--- src/rtl/uart_ex_bus.sv ---
// XT high-speed bus UART slave: programmable divider, 7/8-bit frames with optional parity,
// 1/2 stop bits, RX/TX FIFOs, sticky error flags and masked level interrupts.
module uart_ex_bus #(
  parameter int OVER_SAMPLING = 16,
  parameter int RX_DEPTH = 8,
  parameter int TX_DEPTH = 8,
  parameter int DIV_WIDTH = 16,
  parameter logic [DIV_WIDTH-1:0] DIV_RESET = '0
) (
  input  logic        hb_clk,
  input  logic        hb_rst_n,
  input  logic [31:0] xt_hb_raddr,
  input  logic [31:0] xt_hb_waddr,
  input  logic [31:0] xt_hb_wdata,
  input  logic        sel_ren,
  input  logic        sel_wen,
  output logic [31:0] rdata,
  output logic        rx_irq,
  output logic        tx_irq,
  output logic        err_irq,
  input  logic        uart_rx,
  output logic        uart_tx
);

  localparam int CNT_W = $clog2(OVER_SAMPLING);
  localparam int RX_AW = $clog2(RX_DEPTH);
  localparam int TX_AW = $clog2(TX_DEPTH);
  localparam logic [CNT_W-1:0] CNT_LAST = CNT_W'(OVER_SAMPLING - 1);
  localparam logic [CNT_W-1:0] VOTE_A   = CNT_W'(OVER_SAMPLING/2 - 1);
  localparam logic [CNT_W-1:0] VOTE_B   = CNT_W'(OVER_SAMPLING/2);
  localparam logic [CNT_W-1:0] VOTE_C   = CNT_W'(OVER_SAMPLING/2 + 1);

  typedef enum logic [2:0] {S_IDLE, S_START, S_DATA, S_PARITY, S_STOP} state_t;

  // ---------------- bus decode and configuration ----------------
  logic [3:0] wr_idx, rd_idx;
  logic wr_data, wr_status, wr_ctrl, wr_baud, rd_data;
  logic [6:0] ctrl_reg;
  logic [DIV_WIDTH-1:0] baud_div_reg, div_cnt_reg;
  logic tick;
  logic unused_bits;

  assign wr_idx    = xt_hb_waddr[5:2];
  assign rd_idx    = xt_hb_raddr[5:2];
  assign wr_data   = sel_wen && (wr_idx == 4'd0);
  assign wr_status = sel_wen && (wr_idx == 4'd1);
  assign wr_ctrl   = sel_wen && (wr_idx == 4'd2);
  assign wr_baud   = sel_wen && (wr_idx == 4'd3);
  assign rd_data   = sel_ren && (rd_idx == 4'd0);
  assign unused_bits = ^{xt_hb_raddr[31:6], xt_hb_raddr[1:0], xt_hb_waddr[31:6],
                         xt_hb_waddr[1:0], xt_hb_wdata};

  assign tick = (div_cnt_reg == baud_div_reg);

  always_ff @(posedge hb_clk or negedge hb_rst_n) begin
    if (!hb_rst_n) begin
      ctrl_reg     <= '0;
      baud_div_reg <= DIV_RESET;
      div_cnt_reg  <= '0;
    end else begin
      if (wr_ctrl) ctrl_reg <= xt_hb_wdata[6:0];
      if (wr_baud) baud_div_reg <= xt_hb_wdata[DIV_WIDTH-1:0];
      if (wr_baud || tick) div_cnt_reg <= '0;
      else div_cnt_reg <= div_cnt_reg + 1'b1;
    end
  end

  // ---------------- FIFOs (pointers carry one wrap bit) ----------------
  logic [7:0] rx_mem [RX_DEPTH];
  logic [7:0] tx_mem [TX_DEPTH];
  logic [RX_AW:0] rx_wptr_reg, rx_rptr_reg;
  logic [TX_AW:0] tx_wptr_reg, tx_rptr_reg;
  logic rx_empty, rx_full, tx_empty, tx_full;
  logic rx_push, rx_pop, rx_push_ok, rx_ovr_evt;
  logic tx_pop, tx_push_ok, tx_ovf_evt;
  logic [7:0] rx_byte, tx_byte;

  assign rx_empty = (rx_wptr_reg == rx_rptr_reg);
  assign rx_full  = (rx_wptr_reg[RX_AW] != rx_rptr_reg[RX_AW]) &&
                    (rx_wptr_reg[RX_AW-1:0] == rx_rptr_reg[RX_AW-1:0]);
  assign tx_empty = (tx_wptr_reg == tx_rptr_reg);
  assign tx_full  = (tx_wptr_reg[TX_AW] != tx_rptr_reg[TX_AW]) &&
                    (tx_wptr_reg[TX_AW-1:0] == tx_rptr_reg[TX_AW-1:0]);

  // A pop in the same cycle frees a slot, so a push into a full FIFO is still accepted.
  assign rx_pop     = rd_data && !rx_empty;
  assign rx_push_ok = rx_push && (!rx_full || rx_pop);
  assign rx_ovr_evt = rx_push && rx_full && !rx_pop;
  assign tx_push_ok = wr_data && (!tx_full || tx_pop);
  assign tx_ovf_evt = wr_data && tx_full && !tx_pop;
  assign tx_byte    = tx_mem[tx_rptr_reg[TX_AW-1:0]];

  always_ff @(posedge hb_clk) begin
    if (rx_push_ok) rx_mem[rx_wptr_reg[RX_AW-1:0]] <= rx_byte;
    if (tx_push_ok) tx_mem[tx_wptr_reg[TX_AW-1:0]] <= xt_hb_wdata[7:0];
  end

  always_ff @(posedge hb_clk or negedge hb_rst_n) begin
    if (!hb_rst_n) begin
      rx_wptr_reg <= '0;
      rx_rptr_reg <= '0;
      tx_wptr_reg <= '0;
      tx_rptr_reg <= '0;
    end else begin
      if (rx_push_ok) rx_wptr_reg <= rx_wptr_reg + 1'b1;
      if (rx_pop)     rx_rptr_reg <= rx_rptr_reg + 1'b1;
      if (tx_push_ok) tx_wptr_reg <= tx_wptr_reg + 1'b1;
      if (tx_pop)     tx_rptr_reg <= tx_rptr_reg + 1'b1;
    end
  end

  // ---------------- RX engine ----------------
  logic rx_meta_reg, rx_sync_reg, rx_last_reg;
  state_t rx_state_reg, rx_state_next;
  logic [CNT_W-1:0] rx_cnt_reg, rx_cnt_next;
  logic [2:0] rx_idx_reg, rx_idx_next;
  logic [7:0] rx_shift_reg, rx_shift_next;
  logic rx_par_reg, rx_par_next, rx_s0_reg, rx_s0_next, rx_s1_reg, rx_s1_next;
  logic rx_bits7_reg, rx_bits7_next, rx_par_en_reg, rx_par_en_next, rx_par_odd_reg, rx_par_odd_next;
  logic rx_vote, rx_mid, rx_end, perr_evt, ferr_evt;

  assign rx_vote = (rx_s0_reg & rx_s1_reg) | (rx_s0_reg & rx_sync_reg) | (rx_s1_reg & rx_sync_reg);
  assign rx_mid  = (rx_cnt_reg == VOTE_C);
  assign rx_end  = (rx_cnt_reg == CNT_LAST);
  assign rx_byte = rx_shift_reg;

  always_comb begin
    rx_state_next   = rx_state_reg;
    rx_cnt_next     = rx_cnt_reg;
    rx_idx_next     = rx_idx_reg;
    rx_shift_next   = rx_shift_reg;
    rx_par_next     = rx_par_reg;
    rx_s0_next      = rx_s0_reg;
    rx_s1_next      = rx_s1_reg;
    rx_bits7_next   = rx_bits7_reg;
    rx_par_en_next  = rx_par_en_reg;
    rx_par_odd_next = rx_par_odd_reg;
    rx_push  = 1'b0;
    perr_evt = 1'b0;
    ferr_evt = 1'b0;
    if (tick) begin
      if (rx_state_reg != S_IDLE) rx_cnt_next = rx_end ? '0 : rx_cnt_reg + 1'b1;
      if (rx_cnt_reg == VOTE_A) rx_s0_next = rx_sync_reg;
      if (rx_cnt_reg == VOTE_B) rx_s1_next = rx_sync_reg;
      case (rx_state_reg)
        S_IDLE: if (rx_last_reg && !rx_sync_reg) begin
          // The tick that sees the edge is sample 0 of the start bit.
          rx_state_next   = S_START;
          rx_cnt_next     = CNT_W'(1);
          rx_idx_next     = '0;
          rx_shift_next   = '0;
          rx_par_next     = 1'b0;
          rx_bits7_next   = ctrl_reg[0];
          rx_par_en_next  = ctrl_reg[1];
          rx_par_odd_next = ctrl_reg[2];
        end
        S_START: begin
          if (rx_mid && rx_vote) rx_state_next = S_IDLE;
          else if (rx_end) rx_state_next = S_DATA;
        end
        S_DATA: begin
          if (rx_mid) begin
            rx_shift_next[rx_idx_reg] = rx_vote;
            rx_par_next = rx_par_reg ^ rx_vote;
          end
          if (rx_end) begin
            if (rx_idx_reg == (rx_bits7_reg ? 3'd6 : 3'd7))
              rx_state_next = rx_par_en_reg ? S_PARITY : S_STOP;
            else
              rx_idx_next = rx_idx_reg + 1'b1;
          end
        end
        S_PARITY: begin
          if (rx_mid) perr_evt = ((rx_par_reg ^ rx_vote) != rx_par_odd_reg);
          if (rx_end) rx_state_next = S_STOP;
        end
        S_STOP: if (rx_mid) begin
          ferr_evt      = !rx_vote;
          rx_push       = 1'b1;
          rx_state_next = S_IDLE;
        end
        default: rx_state_next = S_IDLE;
      endcase
    end
  end

  always_ff @(posedge hb_clk or negedge hb_rst_n) begin
    if (!hb_rst_n) begin
      rx_meta_reg    <= 1'b1;
      rx_sync_reg    <= 1'b1;
      rx_last_reg    <= 1'b1;
      rx_state_reg   <= S_IDLE;
      rx_cnt_reg     <= '0;
      rx_idx_reg     <= '0;
      rx_shift_reg   <= '0;
      rx_par_reg     <= 1'b0;
      rx_s0_reg      <= 1'b1;
      rx_s1_reg      <= 1'b1;
      rx_bits7_reg   <= 1'b0;
      rx_par_en_reg  <= 1'b0;
      rx_par_odd_reg <= 1'b0;
    end else begin
      rx_meta_reg    <= uart_rx;
      rx_sync_reg    <= rx_meta_reg;
      if (tick) rx_last_reg <= rx_sync_reg;
      rx_state_reg   <= rx_state_next;
      rx_cnt_reg     <= rx_cnt_next;
      rx_idx_reg     <= rx_idx_next;
      rx_shift_reg   <= rx_shift_next;
      rx_par_reg     <= rx_par_next;
      rx_s0_reg      <= rx_s0_next;
      rx_s1_reg      <= rx_s1_next;
      rx_bits7_reg   <= rx_bits7_next;
      rx_par_en_reg  <= rx_par_en_next;
      rx_par_odd_reg <= rx_par_odd_next;
    end
  end

  // ---------------- TX engine ----------------
  state_t tx_state_reg, tx_state_next;
  logic [CNT_W-1:0] tx_cnt_reg, tx_cnt_next;
  logic [2:0] tx_idx_reg, tx_idx_next;
  logic [7:0] tx_shift_reg, tx_shift_next;
  logic tx_par_reg, tx_par_next, tx_stop_idx_reg, tx_stop_idx_next;
  logic tx_bits7_reg, tx_bits7_next, tx_par_en_reg, tx_par_en_next, tx_stop2_reg, tx_stop2_next;
  logic tx_line_reg, tx_line_next, tx_load, tx_end, tx_busy;
  logic [7:0] tx_byte_fmt;

  assign tx_end      = (tx_cnt_reg == CNT_LAST);
  assign tx_busy     = (tx_state_reg != S_IDLE);
  assign tx_byte_fmt = ctrl_reg[0] ? {1'b0, tx_byte[6:0]} : tx_byte;

  always_comb begin
    tx_state_next    = tx_state_reg;
    tx_cnt_next      = tx_cnt_reg;
    tx_idx_next      = tx_idx_reg;
    tx_shift_next    = tx_shift_reg;
    tx_par_next      = tx_par_reg;
    tx_stop_idx_next = tx_stop_idx_reg;
    tx_bits7_next    = tx_bits7_reg;
    tx_par_en_next   = tx_par_en_reg;
    tx_stop2_next    = tx_stop2_reg;
    tx_load = 1'b0;
    tx_pop  = 1'b0;
    if (tick) begin
      if (tx_state_reg != S_IDLE) tx_cnt_next = tx_end ? '0 : tx_cnt_reg + 1'b1;
      case (tx_state_reg)
        S_IDLE:  tx_load = !tx_empty;
        S_START: if (tx_end) begin
          tx_state_next = S_DATA;
          tx_idx_next   = '0;
        end
        S_DATA: if (tx_end) begin
          tx_shift_next = {1'b0, tx_shift_reg[7:1]};
          if (tx_idx_reg == (tx_bits7_reg ? 3'd6 : 3'd7)) begin
            tx_state_next    = tx_par_en_reg ? S_PARITY : S_STOP;
            tx_stop_idx_next = 1'b0;
          end else begin
            tx_idx_next = tx_idx_reg + 1'b1;
          end
        end
        S_PARITY: if (tx_end) begin
          tx_state_next    = S_STOP;
          tx_stop_idx_next = 1'b0;
        end
        S_STOP: if (tx_end) begin
          if (tx_stop2_reg && !tx_stop_idx_reg) tx_stop_idx_next = 1'b1;
          else if (!tx_empty) tx_load = 1'b1;
          else tx_state_next = S_IDLE;
        end
        default: tx_state_next = S_IDLE;
      endcase
      // Loading straight from STOP gives back-to-back frames with no idle gap.
      if (tx_load) begin
        tx_pop         = 1'b1;
        tx_state_next  = S_START;
        tx_cnt_next    = '0;
        tx_shift_next  = tx_byte;
        tx_bits7_next  = ctrl_reg[0];
        tx_par_en_next = ctrl_reg[1];
        tx_stop2_next  = ctrl_reg[3];
        tx_par_next    = (^tx_byte_fmt) ^ ctrl_reg[2];
      end
    end
    case (tx_state_reg)
      S_START:  tx_line_next = 1'b0;
      S_DATA:   tx_line_next = tx_shift_reg[0];
      S_PARITY: tx_line_next = tx_par_reg;
      default:  tx_line_next = 1'b1;
    endcase
  end

  always_ff @(posedge hb_clk or negedge hb_rst_n) begin
    if (!hb_rst_n) begin
      tx_state_reg    <= S_IDLE;
      tx_cnt_reg      <= '0;
      tx_idx_reg      <= '0;
      tx_shift_reg    <= '0;
      tx_par_reg      <= 1'b0;
      tx_stop_idx_reg <= 1'b0;
      tx_bits7_reg    <= 1'b0;
      tx_par_en_reg   <= 1'b0;
      tx_stop2_reg    <= 1'b0;
      tx_line_reg     <= 1'b1;
    end else begin
      tx_state_reg    <= tx_state_next;
      tx_cnt_reg      <= tx_cnt_next;
      tx_idx_reg      <= tx_idx_next;
      tx_shift_reg    <= tx_shift_next;
      tx_par_reg      <= tx_par_next;
      tx_stop_idx_reg <= tx_stop_idx_next;
      tx_bits7_reg    <= tx_bits7_next;
      tx_par_en_reg   <= tx_par_en_next;
      tx_stop2_reg    <= tx_stop2_next;
      tx_line_reg     <= tx_line_next;
    end
  end

  assign uart_tx = tx_line_reg;

  // ---------------- sticky errors, read data, interrupts ----------------
  logic perr_reg, ferr_reg, rx_ovr_reg, tx_ovf_reg;
  logic rdata_reg, rx_irq_reg, tx_irq_reg, err_irq_reg;
  logic [31:0] rd_mux, rdata_q;
  logic [8:0] status_bits;

  assign status_bits = {tx_ovf_reg, rx_ovr_reg, ferr_reg, perr_reg,
                        rx_empty, rx_full, tx_busy, tx_empty, tx_full};

  always_comb begin
    rd_mux = '0;
    case (rd_idx)
      4'd0: if (!rx_empty) rd_mux = {24'b0, rx_mem[rx_rptr_reg[RX_AW-1:0]]};
      4'd1: rd_mux = {23'b0, status_bits};
      4'd2: rd_mux = {25'b0, ctrl_reg};
      4'd3: rd_mux = 32'(baud_div_reg);
      default: rd_mux = '0;
    endcase
  end

  // A new error in the same cycle as its W1C keeps the flag set.
  always_ff @(posedge hb_clk or negedge hb_rst_n) begin
    if (!hb_rst_n) begin
      perr_reg    <= 1'b0;
      ferr_reg    <= 1'b0;
      rx_ovr_reg  <= 1'b0;
      tx_ovf_reg  <= 1'b0;
      rdata_q     <= '0;
      rx_irq_reg  <= 1'b0;
      tx_irq_reg  <= 1'b0;
      err_irq_reg <= 1'b0;
    end else begin
      perr_reg    <= perr_evt   | (perr_reg   & ~(wr_status & xt_hb_wdata[5]));
      ferr_reg    <= ferr_evt   | (ferr_reg   & ~(wr_status & xt_hb_wdata[6]));
      rx_ovr_reg  <= rx_ovr_evt | (rx_ovr_reg & ~(wr_status & xt_hb_wdata[7]));
      tx_ovf_reg  <= tx_ovf_evt | (tx_ovf_reg & ~(wr_status & xt_hb_wdata[8]));
      if (sel_ren) rdata_q <= rd_mux;
      rx_irq_reg  <= ctrl_reg[4] & !rx_empty;
      tx_irq_reg  <= ctrl_reg[5] & tx_empty & !tx_busy;
      err_irq_reg <= ctrl_reg[6] & (perr_reg | ferr_reg | rx_ovr_reg | tx_ovf_reg);
    end
  end

  assign rdata_reg = 1'b0;
  assign rdata   = rdata_q;
  assign rx_irq  = rx_irq_reg;
  assign tx_irq  = tx_irq_reg;
  assign err_irq = err_irq_reg;

endmodule

--- config.mk ---
export PLATFORM = sky130hd
export DESIGN_NAME = uart_ex_bus
export DESIGN_NICKNAME = d
export VERILOG_FILES = /design/src/rtl/uart_ex_bus.sv
export SDC_FILE = /design/constraint.sdc
export NUM_CORES = 1
export LEC_CHECK = 0
export BUFFER_PORTS_ARGS = -buffer_cell sky130_fd_sc_hd__buf_2
export CAP_MARGIN = 30
export CORE_ASPECT_RATIO = 0.5
export CORE_MARGIN = 4
export CORE_UTILIZATION = 41
export CTS_BUF_LIST = sky130_fd_sc_hd__clkbuf_8 sky130_fd_sc_hd__clkbuf_16
export CTS_CLUSTER_DIAMETER = 30
export DETAILED_ROUTE_END_ITERATION = 12
export HOLD_SLACK_MARGIN = 0.15
export MAX_ROUTING_LAYER = met4
export PLACE_DENSITY = 0.71
export SYNTH_ARGS = -nofsm -noshare
export SYNTH_HDL_FRONTEND = slang
export SYNTH_SLANG_ARGS = --single-unit
--- constraint.sdc ---
create_clock -name hb_clk -period 3.15 [get_ports hb_clk]
set_input_delay 0.7875 -clock hb_clk [delete_from_list [all_inputs] [get_ports hb_clk]]
set_output_delay 0.7875 -clock hb_clk [all_outputs]
set_load 0.01 [all_outputs]
==> impl_results.rst, run 1 <==
.. list-table::
   :header-rows: 1

   * - Metric
     - Value
   * - Outcome
     - finished clean
   * - Total placed instance area
     - 12300 um2
   * - Worst slew slack as a fraction of its limit
     - 0.552
   * - Proportion of netlist area held by the largest area contributor
     - 0.334
   * - Avg Vias per Cell
     - 5.39
   * - Die footprint
     - 31000 um2
   * - CTS H-tree depth
     - 2
   * - Type of the worst setup path
     - flop to flop
   * - TritonCTS clock tree
     - built
   * - Worst-case clock skew
     - 0.0235 ns
   * - Smallest setup slack after layout
     - 0.236 ns
   * - Total global routing track utilization
     - 0.172
   * - FFs w/ async S/R, synth
     - 0.502
   * - Depth of the most critical reg-to-reg path
     - 6
   * - Synth Instances
     - 862
   * - Leading cell type by number of instances after synthesis
     - edfxtp_1
   * - Number of port buffers
     - 48
   * - Final RePlAce weighted congestion
     - 0.861
   * - Worst Max-Slew Pin Slew
     - 0.671 ns
   * - Total number of vias
     - 7345
   * - Setup repair after global routing missed its margin
     - no
   * - Inst Count DP
     - 1293
   * - # clock sinks
     - 257
   * - Clock root buffer master
     - clkbuf_16
   * - Number of ports placed on the die boundary
     - 137
   * - Starting DRC count in detailed routing
     - 679
   * - Width of the chip
     - 245 um
   * - Number of global-route vias before repair
     - 7535
   * - Flop and latch count out of synthesis
     - 257
   * - Buffers inserted by post-CTS timing repair
     - 0
   * - Static leakage power
     - 5.57 nW
   * - Clk slew on worst S/H paths
     - 0.05 ns
   * - Fillers
     - 2352
   * - WP data required
     - 3.54 ns
   * - Die height
     - 126 um
   * - Maximum buffer depth of the clock tree
     - 3
   * - Largest area contributor in the netlist
     - edfxtp_1
   * - Total wire length after detailed routing
     - 25600 um
   * - Layout overhead on the synthesized area
     - 18.8%
   * - Count of nets after finishing
     - 1063
   * - Number of buffers created by CTS
     - 38
   * - Core area
     - 27700 um2
   * - Final design utilization
     - 0.495
   * - Total power
     - 9.93 mW
   * - Critical path arrival
     - 3.31 ns
   * - Final-layout worst hold slack
     - 0.272 ns
   * - Average cell area after synthesis
     - 13.4 um2
   * - Final routed wire length divided by cell count
     - 18.8 um
   * - Post-route cell area
     - 13700 um2
   * - Initial Util
     - 0.416
   * - Worst Setup Slack post-DPL
     - 0.314 ns
   * - Critical path startpoint category
     - flop
   * - Portion of the post-synthesis area used by sequential elements
     - 0.615
   * - First-pass iteration count of the detailed router
     - 5
   * - Highest clock frequency the design can meet
     - 343 MHz
   * - Number of synthesis warnings
     - 0
   * - Register-to-register setup slack
     - 0.24 ns
   * - Leading post-synthesis cells by instance count
     - edfxtp_1, dfrtp_1, nand2_1
   * - Worst ir drop on vdd
     - 0.285 mV
   * - Path class of the lowest-slack min-delay path
     - input pin to async pin
   * - Cts hold-fix bufs
     - 0
   * - Unique cell type count in the Yosys netlist
     - 69
   * - Post-synth EDFFs
     - 128
   * - Final period utilization
     - 0.925
   * - Primary FF master, synth
     - edfxtp_1
   * - Number of max-slew violations in the final report
     - 0
   * - Power per cell area
     - 726 nW/um2
   * - Netlist area before placement
     - 11500 um2
   * - Number of antenna diodes
     - 0
   * - Final hold violation count
     - 0
   * - Worst-path maximum fanout
     - 10
   * - Final sum of negative setup slack
     - 0 ns
   * - Global-route wire length before repair
     - 41300 um
   * - Final HPWL from detailed placement
     - 17000 um
   * - Resize count post-CTS
     - 0
   * - Fin crit period
     - 2.91 ns
   * - Final Non-Filler Cells
     - 1363
   * - Maximum number of pins on one net before global-route repair
     - 64
   * - Final antenna-violating net count
     - 0
   * - Setup violation total in the final timing report
     - 0
   * - DRC viols
     - 0
   * - GRT overflow
     - 0
   * - Clock network latency to the later pin of the worst-skew pair
     - 0.51 ns
   * - Terminus of the critical flop-to-flop path
     - rx_byte[6]
   * - Antenna violations before repair
     - 0
   * - Share of cells above drive strength 1
     - 0.249
   * - Maximum capacitance violations
     - 0
   * - Type of destination of the critical path
     - flop
   * - Cell Rows
     - 43
   * - Reg2reg start
     - div_cnt_reg[11]
   * - Synth top area cells
     - edfxtp_1, dfrtp_1, mux4_2
==> layout by cell type (no fill, tap or decap), types with 11 or more instances in the layout <==
| cell type | n |
|---|---|
| inv_1 | 36 |
| nor3_1 | 14 |
| mux4_2 | 32 |
| o21ai_1 | 27 |
| xor2_1 | 30 |
| nand2_1 | 69 |
| a21oi_1 | 28 |
| buf_4 | 39 |
| ha_1 | 11 |
| clkbuf_16 | 42 |
| mux2_2 | 40 |
| conb_1 | 16 |
| nor2_1 | 43 |
| o21ai_0 | 27 |
| buf_2 | 47 |
| dfrtp_1 | 123 |
| edfxtp_1 | 128 |
| xnor2_1 | 25 |
| nand3_1 | 24 |
==> final cells by class <==
type | instances | area, um2 | area share
clock buffers | 42 | 1050 | 0.0769
clock inverters | 28 | 317 | 0.0231
inverters | 33 | 124 | 0.00906
multi-input cells | 533 | 4070 | 0.297
flip-flops and latches | 257 | 7080 | 0.518
well taps | 382 | 478 | 0.0349
repair buffers | 88 | 559 | 0.0409
==> layer usage <==
metal,wire length [um],vias to the layer above,track usage,part of all wire
met3,1310,58,0.0285,0.051
li1,-,3358,-,-
met1,10600,3718,0.220,0.41
met2,13200,211,0.288,0.51
met4,552,0,0.0473,0.022
met5,0,-,-,0
==> worst max-delay path, cell delays in order (launching register included) <==
cell and delay (ns):
dfrtp_1 0.44, xor2_1 0.17, nor4_1 0.43, and4_1 0.55
nand3_2 0.30, or3_1 0.60, o31ai_1 0.32
==> cells by family after synthesis <==
group	Yosys count	synth area share
DFF	257	0.615
and+or+nand+nor	215	0.0907
AOI/OAI and AO/OA	142	0.0797
muxes	91	0.120
buffers and inverters	87	0.0365
xor gates and xnor gates	57	0.0452
adders and majority gates	12	0.0128
other	1	0.000326
==> report_power, final <==
group | total, mW | leakage (nW) | switching [mW] | internal (mW)
Sequential | 4.07 | 3.00 | 0.290 | 3.78
Combinational | 1.45 | 1.91 | 0.763 | 0.689
Clock | 4.41 | 0.657 | 1.56 | 2.85
Total | 9.93 | 5.57 | 2.61 | 7.32
==> worst max-delay path by stage <==
stage	start	to	slack, ns
floorplan	div_cnt_reg[0]	rx_mem[0][0]	0.41
global placement	xt_hb_waddr[5]	tx_mem[6][5]	0.36
detailed placement	div_cnt_reg[11]	rx_byte[6]	0.31
CTS	div_cnt_reg[11]	rx_byte[6]	0.26
global route	div_cnt_reg[11]	rx_byte[6]	0.08
finish	div_cnt_reg[11]	rx_byte[6]	0.24
Note: power is estimated with default switching activity, not from simulation.
==> inputs of run 2 (changes only) <==
--- a/config.mk
+++ b/config.mk
@@ -9,13 +9,13 @@
 export CAP_MARGIN = 30
 export CORE_ASPECT_RATIO = 0.5
 export CORE_MARGIN = 4
-export CORE_UTILIZATION = 41
+export CORE_UTILIZATION = 39
 export CTS_BUF_LIST = sky130_fd_sc_hd__clkbuf_8 sky130_fd_sc_hd__clkbuf_16
 export CTS_CLUSTER_DIAMETER = 30
 export DETAILED_ROUTE_END_ITERATION = 12
 export HOLD_SLACK_MARGIN = 0.15
 export MAX_ROUTING_LAYER = met4
-export PLACE_DENSITY = 0.71
+export PLACE_DENSITY = 0.68
 export SYNTH_ARGS = -nofsm -noshare
 export SYNTH_HDL_FRONTEND = slang
 export SYNTH_SLANG_ARGS = --single-unit
==> run 2 against run 1 <==
Sequential share of layout area shrank 0.28 points. Worst setup slack gained 0.13 ns. Flip-flop and latch count is the same. Global-route usage shrank 1.4 points. Clock-buffer cell count grew 3. Wire length shrank 3.3%. Power grew 0.79%. Via count shrank 0.83%. First-iteration DRC count shrank 15%. Worst hold slack gained 0.015 ns. Sequential power is essentially flat. Critical path type unchanged. Critical endpoint is now rx_byte[7].
==> impl_results.rst, run 2 (synthesis gave the netlist of run 1 again) <==
.. list-table::
   :header-rows: 1

   * - Metric
     - Value
   * - Outcome
     - finished clean
   * - Fin crit period
     - 2.79 ns (-0.125 ns)
   * - Final routed wire length divided by cell count
     - 17.9 um (-4.6%)
   * - Count of nets after finishing
     - 1070 (+0.66%)
   * - Antenna violations before repair
     - 0 (unchanged)
   * - Number of ports placed on the die boundary
     - 137 (unchanged)
   * - GRT overflow
     - 0 (unchanged)
   * - Final hold violation count
     - 0 (unchanged)
   * - Worst Max-Slew Pin Slew
     - 0.680 ns (+0.00809 ns)
   * - Path class of the lowest-slack min-delay path
     - input pin to async pin
   * - Critical path startpoint category
     - flop
   * - First-pass iteration count of the detailed router
     - 5 (unchanged)
   * - Worst slew slack as a fraction of its limit
     - 0.547 (-0.00539)
   * - Final Non-Filler Cells
     - 1381 (+1.3%)
   * - Clk slew on worst S/H paths
     - 0.05 ns (about the same)
   * - Buffers inserted by post-CTS timing repair
     - 0 (unchanged)
   * - Number of buffers created by CTS
     - 42 (+11%)
   * - Resize count post-CTS
     - 0 (unchanged)
   * - Width of the chip
     - 251 um (+2.4%)
   * - Flip-flop and latch area
     - 7080 um2 (unchanged)
   * - Commonest cells after routing, fill and taps aside
     - edfxtp_1, dfrtp_1, nand2_1
   * - Setup repair after global routing missed its margin
     - no
   * - Number of global-route vias before repair
     - 7256 (-3.7%)
   * - Worst-path maximum fanout
     - 10 (unchanged)
   * - Maximum buffer depth of the clock tree
     - 3 (unchanged)
   * - Final period utilization
     - 0.885 (-0.0397)
   * - Final HPWL from detailed placement
     - 16800 um (-0.92%)
   * - # clock sinks
     - 257 (unchanged)
   * - Cell Rows
     - 44 (+2.3%)
   * - Most common library cell in the layout ignoring fill and taps
     - edfxtp_1
   * - Critical path arrival
     - 3.20 ns (-0.11 ns)
   * - Maximum capacitance violations
     - 0 (unchanged)
   * - Number of max-slew violations in the final report
     - 0 (unchanged)
   * - Total global routing track utilization
     - 0.158 (-0.0137)
   * - Core area
     - 29000 um2 (+4.9%)
   * - Setup violation total in the final timing report
     - 0 (unchanged)
   * - Type of destination of the critical path
     - flop
   * - Fillers
     - 2441 (+3.8%)
   * - Maximum number of pins on one net before global-route repair
     - 73 (+14%)
   * - Avg Vias per Cell
     - 5.27 (-2.1%)
   * - Power per cell area
     - 728 nW/um2 (+0.24%)
   * - Die height
     - 129 um (+2.4%)
   * - Initial Util
     - 0.397 (-0.0195)
   * - Share of cells above drive strength 1
     - 0.255 (+0.00582)
   * - CTS H-tree depth
     - 2 (unchanged)
   * - Layout overhead on the synthesized area
     - 19.5%
   * - Highest clock frequency the design can meet
     - 359 MHz (+4.5%)
   * - Total number of vias
     - 7284 (-0.83%)
   * - Total wire length after detailed routing
     - 24800 um (-3.3%)
   * - Global-route wire length before repair
     - 39900 um (-3.5%)
   * - Area of the multi-input gates
     - 4070 um2 (unchanged)
   * - Starting DRC count in detailed routing
     - 577 (-15%)
   * - Final antenna-violating net count
     - 0 (unchanged)
   * - Static leakage power
     - 5.62 nW (+0.96%)
   * - Cts hold-fix bufs
     - 0 (unchanged)
   * - DRC viols
     - 0 (unchanged)
   * - Inst Count DP
     - 1305 (+0.93%)
   * - Register-to-register setup slack
     - 0.36 ns (+0.13 ns)
   * - Clock root buffer master
     - clkbuf_16
   * - Worst ir drop on vdd
     - 0.337 mV (+18%)
   * - Type of the worst setup path
     - flop to flop
   * - Final RePlAce weighted congestion
     - 0.833 (-3.3%)
   * - Number of port buffers
     - 48 (unchanged)
   * - Clock network latency to the later pin of the worst-skew pair
     - 0.52 ns (about the same)
   * - TritonCTS clock tree
     - built
   * - WP data required
     - 3.56 ns (+0.02 ns)
   * - Worst-case clock skew
     - 0.0162 ns (-0.00723 ns)
   * - Number of antenna diodes
     - 0 (unchanged)
   * - Die footprint
     - 32500 um2 (+4.9%)
   * - Final sum of negative setup slack
     - 0 ns (unchanged)
==> run 2: critical path, cell delays in order (launching register included) <==
cell     delay (ns)
dfrtp_1        0.44
xor2_1         0.18
nor4_1         0.37
and4_1         0.52
nand3_2        0.29
or3_1          0.58
o31ai_1        0.30
==> run 2: worst paths after layout <==
kind | start | end | cells past startpoint
max reg2reg | div_cnt_reg[11] | rx_byte[7] | 6
min in group hb_clk | rx_meta_reg | rx_sync_reg | 0
min reg2reg | rx_meta_reg | rx_sync_reg | 0
max in group asynchronous | hb_rst_n | rx_meta_reg | 2
min | hb_rst_n | tx_cnt_reg[0] | 1
max | div_cnt_reg[11] | rx_byte[7] | 6
==> run 2: per-layer routing <==
layer,share of wire,vias to the layer above,routed length (um),GRT usage
met4,0.017,0,422,0.0407
met5,0,-,0,-
met1,0.43,3686,10700,0.200
li1,-,3384,-,-
met3,0.044,40,1090,0.0283
met2,0.51,174,12500,0.269
==> run 2: report_power, final <==
| group | switching [mW] | internal, mW | total [mW] |
|---|---|---|---|
| Clock | 1.63 | 2.90 | 4.53 |
| Sequential | 0.297 | 3.78 | 4.07 |
| Combinational | 0.724 | 0.674 | 1.40 |
==> run 2: final cells by class <==
cell class,instances,area share
inverter,33,0.00901
clock buffer,45,0.0803
tap,391,0.0356
sequential,257,0.515
clock inverter,31,0.0231
timing repair buffer,91,0.0414
multi-input combinational,533,0.296
==> run 2: metrics by stage <==
step	instance area, um2	setup WS, ns	power [mW]	util	hold WS (ns)
after floorplan	11600	0.410	5.11	-	0.345
after global placement	12300	0.358	5.48	0.425	0.347
after detailed placement	12300	0.341	5.53	0.425	0.348
after CTS	13800	0.366	10.1	0.474	0.302
after global routing	13800	0.162	10.5	0.474	0.329
final	13800	0.361	10.0	0.474	0.287
==> inputs of run 3 (changes only) <==
--- a/config.mk
+++ b/config.mk
@@ -7,6 +7,8 @@
 export LEC_CHECK = 0
 export BUFFER_PORTS_ARGS = -buffer_cell sky130_fd_sc_hd__buf_2
 export CAP_MARGIN = 30
+export CELL_PAD_IN_SITES_DETAIL_PLACEMENT = 0
+export CELL_PAD_IN_SITES_GLOBAL_PLACEMENT = 1
 export CORE_ASPECT_RATIO = 0.5
 export CORE_MARGIN = 4
 export CORE_UTILIZATION = 39
@@ -15,7 +17,7 @@
 export DETAILED_ROUTE_END_ITERATION = 12
 export HOLD_SLACK_MARGIN = 0.15
 export MAX_ROUTING_LAYER = met4
-export PLACE_DENSITY = 0.68
+export PLACE_DENSITY = 0.72
 export SYNTH_ARGS = -nofsm -noshare
 export SYNTH_HDL_FRONTEND = slang
 export SYNTH_SLANG_ARGS = --single-unit
==> run 3 against run 2 <==
Cell count fell by 0.87%. Clock power rose by 2%. Utilization is 0.18 points lower. Combinational power about the same. Via count decreased by 2.4%. Critical path depth did not move. Flip-flop and latch count unchanged. Sequential share of layout area rose by 0.20 points. Cell area down 0.38%. Clock skew grew 0.010 ns. Register-to-register slack improved by 0.04 ns. First-iteration DRC count shrank 6.9%. Critical endpoint is now rx_mem[0][6].
==> impl_results.rst, run 3 (synthesis gave the netlist of run 1 again) <==
.. list-table::
   :header-rows: 1

   * - Metric
     - Value
   * - Number of global-route vias before repair
     - 7235 (-0.29%)
   * - Die footprint
     - 32500 um2 (unchanged)
   * - Final antenna-violating net count
     - 0 (unchanged)
   * - Clk slew on worst S/H paths
     - 0.06 ns (about the same)
   * - Critical path origin
     - baud_div_reg[4]
   * - Static leakage power
     - 5.57 nW (-0.92%)
   * - Cts hold-fix bufs
     - 0 (unchanged)
   * - Critical path arrival
     - 2.98 ns (-0.22 ns)
   * - Clock root buffer master
     - clkbuf_16
   * - Starting DRC count in detailed routing
     - 537 (-6.9%)
   * - Maximum buffer depth of the clock tree
     - 3 (unchanged)
   * - Fin crit period
     - 2.75 ns (-0.0372 ns)
   * - Layout overhead on the synthesized area
     - 19.0%
   * - Resize count post-CTS
     - 0 (unchanged)
   * - Global-route wire length before repair
     - 40400 um (+1.2%)
   * - Final hold violation count
     - 0 (unchanged)
   * - Initial Util
     - 0.397 (unchanged)
   * - Most common library cell in the layout ignoring fill and taps
     - edfxtp_1
   * - Highest clock frequency the design can meet
     - 363 MHz (+1.4%)
   * - WP data required
     - 3.38 ns (-0.18 ns)
   * - Fillers
     - 2495 (+2.2%)
   * - Number of ports placed on the die boundary
     - 137 (unchanged)
   * - Cell Rows
     - 44 (unchanged)
   * - Die height
     - 129 um (unchanged)
   * - Worst slew slack as a fraction of its limit
     - 0.560 (+0.0128)
   * - Width of the chip
     - 251 um (unchanged)
   * - Total power
     - 10.1 mW (+0.97%)
   * - Count of nets after finishing
     - 1058 (-1.1%)
   * - Path class of the lowest-slack min-delay path
     - input pin to async pin
   * - Total global routing track utilization
     - 0.162 (+0.00373)
   * - Worst-path maximum fanout
     - 11 (+1)
   * - Worst-case clock skew
     - 0.0263 ns (+0.0100 ns)
   * - Final period utilization
     - 0.874 (-0.0118)
   * - Type of the worst setup path
     - flop to flop
   * - Maximum number of pins on one net before global-route repair
     - 64 (-12%)
   * - Reg2reg start
     - baud_div_reg[4]
   * - Maximum capacitance violations
     - 0 (unchanged)
   * - Final HPWL from detailed placement
     - 16700 um (-0.74%)
   * - Avg Vias per Cell
     - 5.19 (-1.6%)
   * - Type of destination of the critical path
     - flop
   * - Commonest cells after routing, fill and taps aside
     - edfxtp_1, dfrtp_1, nand2_1
   * - Number of port buffers
     - 48 (unchanged)
   * - Final sum of negative setup slack
     - 0 ns (unchanged)
   * - Setup violation total in the final timing report
     - 0 (unchanged)
   * - Number of buffers created by CTS
     - 40 (-4.8%)
   * - Share of cells above drive strength 1
     - 0.245 (-0.00915)
   * - Outcome
     - finished clean
   * - Total wire length after detailed routing
     - 25100 um (+1.4%)
   * - Worst Max-Slew Pin Slew
     - 0.660 ns (-0.0192 ns)
   * - Critical path startpoint category
     - flop
   * - Power per cell area
     - 737 nW/um2 (+1.4%)
   * - GRT overflow
     - 0 (unchanged)
   * - Final RePlAce weighted congestion
     - 0.804 (-3.4%)
   * - Number of max-slew violations in the final report
     - 0 (unchanged)
   * - Worst ir drop on vdd
     - 0.391 mV (+16%)
   * - First-pass iteration count of the detailed router
     - 5 (unchanged)
   * - Setup repair after global routing missed its margin
     - no
   * - Antenna violations before repair
     - 0 (unchanged)
   * - Buffers inserted by post-CTS timing repair
     - 0 (unchanged)
   * - Core area
     - 29000 um2 (unchanged)
   * - TritonCTS clock tree
     - built
   * - Clock network latency to the later pin of the worst-skew pair
     - 0.54 ns (+0.02 ns)
   * - Total number of vias
     - 7108 (-2.4%)
   * - # clock sinks
     - 257 (unchanged)
   * - Final routed wire length divided by cell count
     - 18.3 um (+2.3%)
   * - Number of antenna diodes
     - 0 (unchanged)
   * - CTS H-tree depth
     - 2 (unchanged)
   * - DRC viols
     - 0 (unchanged)
-- run 3: stage by stage --
step / hold slack, ns / util / worst slack [ns] / instance area [um2] / instances
after floorplan: 0.345 / - / 0.410 / 11600 / 877
after global placement: 0.347 / 0.423 / 0.422 / 12300 / 1295
after detailed placement: 0.347 / 0.423 / 0.357 / 12300 / 1295
after CTS: 0.281 / 0.472 / 0.401 / 13700 / 1369
after global routing: 0.303 / 0.472 / 0.236 / 13700 / 1369
final: 0.260 / 0.472 / 0.398 / 13700 / 1369
-- run 3: path summary, 6_finish.rpt --
check                                to  slack, ns  cells after the start
max reg2reg                rx_mem[0][6]       0.40                      6
max                        rx_mem[0][6]       0.40                      6
max in group asynchronous     rx_s0_reg       2.10                      2
min reg2reg                 rx_sync_reg       0.36                      0
min in group hb_clk         rx_sync_reg       0.36                      0
min                          rx_byte[2]       0.26                      1
-- run 3: cell type report --
| type | count | area, um2 | area share |
|---|---|---|---|
| clock inverter | 32 | 379 | 0.0277 |
| inverter | 33 | 124 | 0.00904 |
| clock buffer | 42 | 1040 | 0.0759 |
| timing repair buffer | 81 | 519 | 0.0379 |
| sequential | 257 | 7080 | 0.517 |
| multi-input combinational | 533 | 4070 | 0.297 |
| tap | 391 | 489 | 0.0357 |
-- run 3: critical path, stage by stage, from the launching register on --
cell and delay, ns:
dfrtp_1 0.42, xor2_1 0.18, nor4_1 0.36, and4_1 0.60, nand3_1 0.34, nor4_1 0.28, buf_4 0.26
-- run 3: metal layers --
layer,vias up,GRT usage,share of wire
met5,-,-,0
met3,42,0.0291,0.039
met1,3588,0.213,0.46
li1,3354,-,-
met2,124,0.263,0.49
met4,0,0.0433,0.019
-- run 3: report_power, final --
part	switching, mW	internal (mW)	leakage (nW)
combinational	0.722	0.692	1.88
clock	1.62	3.00	0.695
sequential	0.295	3.78	3.00
total	2.64	7.47	5.57
